<file path="src/rtl/servo_pwm_rx.sv">
`default_nettype none
// ============================================================================
// Module   : servo_pwm_rx
// Brief    : Servo PWM receiver; measures pulse high time and decodes it to
//            the 8-bit servo position code, with error and loss-of-signal flags.
// Revision : 1.0 - initial release
// ============================================================================

module servo_pwm_rx #(
    parameter int unsigned T_MIN    = 12000,
    parameter int unsigned T_STEP   = 47,
    parameter int unsigned T_GLITCH = 6000,
    parameter int unsigned T_MAXP   = 36000,
    parameter int unsigned T_LOST   = 480000
) (
    input  logic       clk,
    input  logic       rst_n,
    input  logic       srv_i,
    output logic [7:0] pos,
    output logic       pos_vld,
    output logic       err,
    output logic       lost
);

    localparam int unsigned     c_cw          = 20;
    localparam logic [c_cw-1:0] c_cnt_max     = '1;
    localparam logic [c_cw-1:0] c_t_min       = c_cw'(T_MIN);
    localparam logic [c_cw-1:0] c_t_step_m1   = c_cw'(T_STEP - 1);
    localparam logic [c_cw-1:0] c_t_glitch    = c_cw'(T_GLITCH);
    localparam logic [c_cw-1:0] c_t_maxp      = c_cw'(T_MAXP);
    localparam logic [c_cw-1:0] c_t_lost      = c_cw'(T_LOST);
    localparam logic [c_cw-1:0] c_t_lost_m1   = c_cw'(T_LOST - 1);

    typedef enum logic [1:0] {
        S_ARM  = 2'd0,
        S_IDLE = 2'd1,
        S_HIGH = 2'd2
    } state_t;

    state_t          r_state;
    logic            r_sync1;
    logic            r_sync2;
    logic            r_prev;
    logic [1:0]      r_fill;
    logic [c_cw-1:0] r_h;
    logic [c_cw-1:0] r_pre;
    logic [7:0]      r_step;
    logic [c_cw-1:0] r_loss;

    logic            w_level;
    logic            w_rise;
    logic            w_sync_ok;
    logic            w_overlong;
    logic            w_accept;

    // r_fill marks when r_sync2 reflects a real pin sample rather than the
    // reset value, so ARM cannot mistake reset zeros for a genuine low.
    always_ff @(posedge clk or negedge rst_n) begin
        if (!rst_n) begin
            r_sync1 <= 1'b0;
            r_sync2 <= 1'b0;
            r_prev  <= 1'b0;
            r_fill  <= 2'b00;
        end else begin
            r_sync1 <= srv_i;
            r_sync2 <= r_sync1;
            r_prev  <= r_sync2;
            r_fill  <= {r_fill[0], 1'b1};
        end
    end

    assign w_level    = r_sync2;
    assign w_rise     = r_sync2 & ~r_prev;
    assign w_sync_ok  = r_fill[1];
    assign w_overlong = (r_h > c_t_maxp);
    assign w_accept   = (r_state == S_HIGH) && !w_overlong && !w_level &&
                        (r_h >= c_t_glitch);

    always_ff @(posedge clk or negedge rst_n) begin
        if (!rst_n) begin
            r_state <= S_ARM;
            r_h     <= '0;
            r_pre   <= '0;
            r_step  <= 8'h00;
            pos     <= 8'h00;
            pos_vld <= 1'b0;
            err     <= 1'b0;
        end else begin
            pos_vld <= 1'b0;
            err     <= 1'b0;
            case (r_state)
                S_ARM: begin
                    if (w_sync_ok && !w_level) begin
                        r_state <= S_IDLE;
                    end
                end
                S_IDLE: begin
                    if (w_rise) begin
                        r_h     <= c_cw'(1);
                        r_pre   <= '0;
                        r_step  <= 8'h00;
                        r_state <= S_HIGH;
                    end
                end
                S_HIGH: begin
                    if (w_overlong) begin
                        // A fall coinciding with the overlong error goes straight
                        // to IDLE so a rise on the next cycle is still caught.
                        err     <= 1'b1;
                        r_state <= w_level ? S_ARM : S_IDLE;
                    end else if (!w_level) begin
                        if (w_accept) begin
                            pos     <= r_step;
                            pos_vld <= 1'b1;
                        end else begin
                            err     <= 1'b1;
                        end
                        r_state <= S_IDLE;
                    end else begin
                        if (r_h != c_cnt_max) begin
                            r_h <= r_h + c_cw'(1);
                        end
                        // Position = floor((h - T_MIN) / T_STEP), built up
                        // incrementally as h grows past T_MIN.
                        if (r_h >= c_t_min) begin
                            if (r_pre >= c_t_step_m1) begin
                                r_pre <= '0;
                                if (r_step != 8'hFF) begin
                                    r_step <= r_step + 8'd1;
                                end
                            end else begin
                                r_pre <= r_pre + c_cw'(1);
                            end
                        end
                    end
                end
                default: begin
                    r_state <= S_ARM;
                end
            endcase
        end
    end

    always_ff @(posedge clk or negedge rst_n) begin
        if (!rst_n) begin
            r_loss <= '0;
            lost   <= 1'b1;
        end else if (w_accept) begin
            r_loss <= '0;
            lost   <= 1'b0;
        end else if (r_loss < c_t_lost) begin
            r_loss <= r_loss + c_cw'(1);
            if (r_loss == c_t_lost_m1) begin
                lost <= 1'b1;
            end
        end
    end

endmodule

`default_nettype wire

</file>
<file path="config.mk">
export PLATFORM = sky130hd
export DESIGN_NAME = servo_pwm_rx
export DESIGN_NICKNAME = d
export VERILOG_FILES = /design/src/rtl/servo_pwm_rx.sv
export SDC_FILE = /design/constraint.sdc
export NUM_CORES = 1
export LEC_CHECK = 0
export ABC_CLOCK_PERIOD_IN_PS = 2850
export CELL_PAD_IN_SITES_DETAIL_PLACEMENT = 0
export CELL_PAD_IN_SITES_GLOBAL_PLACEMENT = 1
export CORE_ASPECT_RATIO = 1.1
export CORE_MARGIN = 3
export CORE_UTILIZATION = 50
export CTS_CLUSTER_SIZE = 14
export DETAILED_ROUTE_END_ITERATION = 10
export DONT_BUFFER_PORTS = 1
export HOLD_SLACK_MARGIN = 0.05
export MAX_ROUTING_LAYER = met4
export PLACE_DENSITY = 0.89
export SKIP_LAST_GASP = 1
export SLEW_MARGIN = 40
export SYNTH_ARGS = -nofsm -noshare
export SYNTH_HDL_FRONTEND = slang
export SYNTH_SLANG_ARGS = --single-unit
</file>
<file path="constraint.sdc">
create_clock -name clk -period 2.85 [get_ports clk]
set_input_delay 0.4275 -clock clk [delete_from_list [all_inputs] [get_ports clk]]
set_output_delay 0.4275 -clock clk [all_outputs]
set_load 0.01 [all_outputs]
</file>
==> qor.yml <==
status: "finished, final reports clean"
clk_pin_slew_ns: 0.10
yosysTopAreaCell: "dfrtp_1"
cp.required_ns: 3.15
gp_congestion: 0.814
syn_avg_cell_area_sq_um: 9.75
rr_endpoint: "r_loss[12]"
fin_crit_ns: 2.37
hold_path_class: "in2reg"
via_count: 3612
start_kind: "flip-flop"
final_hold_viol_count: 0
synth_commonest_cells: "dfrtp_1, nor2_1, nand3_1"
rsz0062_at_grt: "no"
design_area_sq_um: 4850
utilization: 0.565
ctsResizeCount: 0
antenna_found_initial: 0
grt_max_degree: 87
track_usage: 0.213
drive_above_1_share: 0.125
num_rows: 35
cts_max_level: 3
maxSlewViolCount: 0
synth.area.top_cells: "dfrtp_1, nor2_1, nand3_1, o21ai_0, a31oi_1"
tns_ns: 0
detail_route.first_pass.iterations: 5
cts_buffers: 9
synth_nets: 471
synth_top_area_frac: 0.472
syn-instance-count: 462
cts_max_path_buffers: 2
hp-start: "srv_i"
peakVddDrop_mv: 0.275
die_height_um: 106
grt_pass1_vias: 3413
layout.nets: 469
syn_to_final_growth_pct: 7.75
synth_seq_cells: 86
wl_um: 9790
yosysMostFrequentCell: "dfrtp_1"
clock_latency_ns: 0.37
via_per_inst: 6.27
synth_seq_area_share: 0.478
clock-sinks: 86
power.leakage_nw: 2.08
setup_ws_ns: 0.478
dieArea_sq_um: 10200
io_buffer_count: 0
syn_area_sq_um: 4500
cts_tree: "done"
grt_pass1_wl_um: 16700
dp_hpwl_um: 6630
r2r_setup_slack_ns: 0.48
synthFlopType: "dfrtp_1"
fmaxAchievable_ghz: 0.422
period_share: 0.832
placed_area_sq_um: 4620
worstMarginPinSlew_ns: 0.659
arrival_ns: 2.67
wl_per_cell_um: 17.0
path_class: "reg2reg"
n_antenna_cell: 0
critPathMaxFanout: 12
finalClockSkew_ns: 0.0157
rr_startpoint: "r_loss[9]"
dp_slack_ns: 0.511
async_flop_share: 1.00
finalPower_mw: 2.33
drt_iter0_markers: 271
yosys_warnings: 0
hold_end: "r_sync1"
holdPathStages: 0
gr-total-overflow: 0
cts_root_buf: "clkbuf_8"
remaining_drc_errors: 0
maxCapViolCount: 0
start_util: 0.525
p_per_area_nw_per_um2: 481
r2r.worst_path.cells: 5
io_pins: 14
slew-limit-headroom: 0.561
end_kind: "flip-flop"
setup_viol_count_final: 0
synth_cell_types: 64
synth_edf_count: 0
die_x_um: 96.5
final_antenna_net_count: 0
core_sq_um: 8580
-- area by class of cell --
| class | instances | area (sq um) |
|---|---|---|
| clock buffers | 10 | 128 |
| clock inverters | 6 | 68.8 |
| fillers | 748 | 3730 |
| inverters | 18 | 67.6 |
| multi-input cells | 329 | 2150 |
| flip-flops and latches | 86 | 2150 |
| well taps | 111 | 139 |
| repair buffers | 16 | 143 |
-- cells by family (layout without fill, tap and decap cells) --
kind of cell / count (synthesis) / in the layout / synth area share
fa+ha+maj: 6 / 6 / 0.0167
other cells: 1 / 1 / 0.000833
buf+inv: 47 / 50 / 0.0436
flops: 86 / 86 / 0.478
mux: 10 / 10 / 0.0247
xor+xnor: 11 / 11 / 0.0214
compound gates: 121 / 121 / 0.204
simple gates: 180 / 180 / 0.211
-- worst max-delay path by stage --
| stage | start | to | cells past startpoint |
|---|---|---|---|
| after floorplan | r_h[4] | pos[2] | 6 |
| after CTS | r_loss[9] | r_loss[12] | 5 |
| final | r_loss[9] | r_loss[12] | 5 |
| after global placement | r_loss[9] | r_loss[12] | 5 |
| after detailed placement | r_loss[9] | r_loss[12] | 5 |
| after global routing | r_h[4] | r_h[14] | 6 |
-- power by group --
group	switching, mW	internal [mW]
Clock	0.456	0.412
Sequential	0.0253	1.24
Combinational	0.131	0.0670
-- per-layer routing --
metal	vias up	share of wire	global-route usage	wire length [um]
met3	16	0.045	0.0457	438
li1	1714	-	-	-
met2	83	0.48	0.317	4690
met4	0	0.016	0.0691	159
met5	-	0	-	0
met1	1799	0.46	0.291	4500
-- flip-flops by register name, summed over array words and instances (netlist names) --
signal,count
r_sync1,1
r_prev,1
r_h,20
lost,1
r_loss,20
r_fill,2
err,1
r_sync2,1
pos,8
r_step,8
r_state,2
r_pre,20
pos_vld,1
-- cell usage in the layout (no fill, tap or decap), types with 7 or more instances in the layout --
master / n
and3_1: 14
nand2_1: 24
o31ai_1: 10
o21ai_0: 22
a31oi_1: 17
nand3_1: 31
inv_1: 18
buf_4: 14
mux2_2: 8
nor2_1: 46
a21oi_1: 17
nand4_1: 12
and2_1: 10
xnor2_1: 10
dfrtp_1: 85
a41oi_1: 9
nor3_1: 7
clkbuf_8: 9
-- metrics by stage --
| stage | hold WS [ns] | instances |
|---|---|---|
| finish | 0.0936 | 576 |
| global route | 0.0650 | 576 |
| CTS | 0.0814 | 576 |
| detailed placement | 0.137 | 558 |
| global placement | 0.136 | 558 |
| floorplan | 0.132 | 462 |
-- timing repair --
item | in CTS | in global routing
hold endpoints to repair | 86 | 0
hold buffers | 2 | 0
setup buffers | 0 | 0
-- critical path, stage by stage, from the launching register on --
cell and delay, ns:
dfrtp_1 0.43, a211o_1 0.30, a221o_1 0.56, a21o_1 0.33
or4_1 0.52, a21oi_1 0.15
Power figures use the tool's default switching activity.
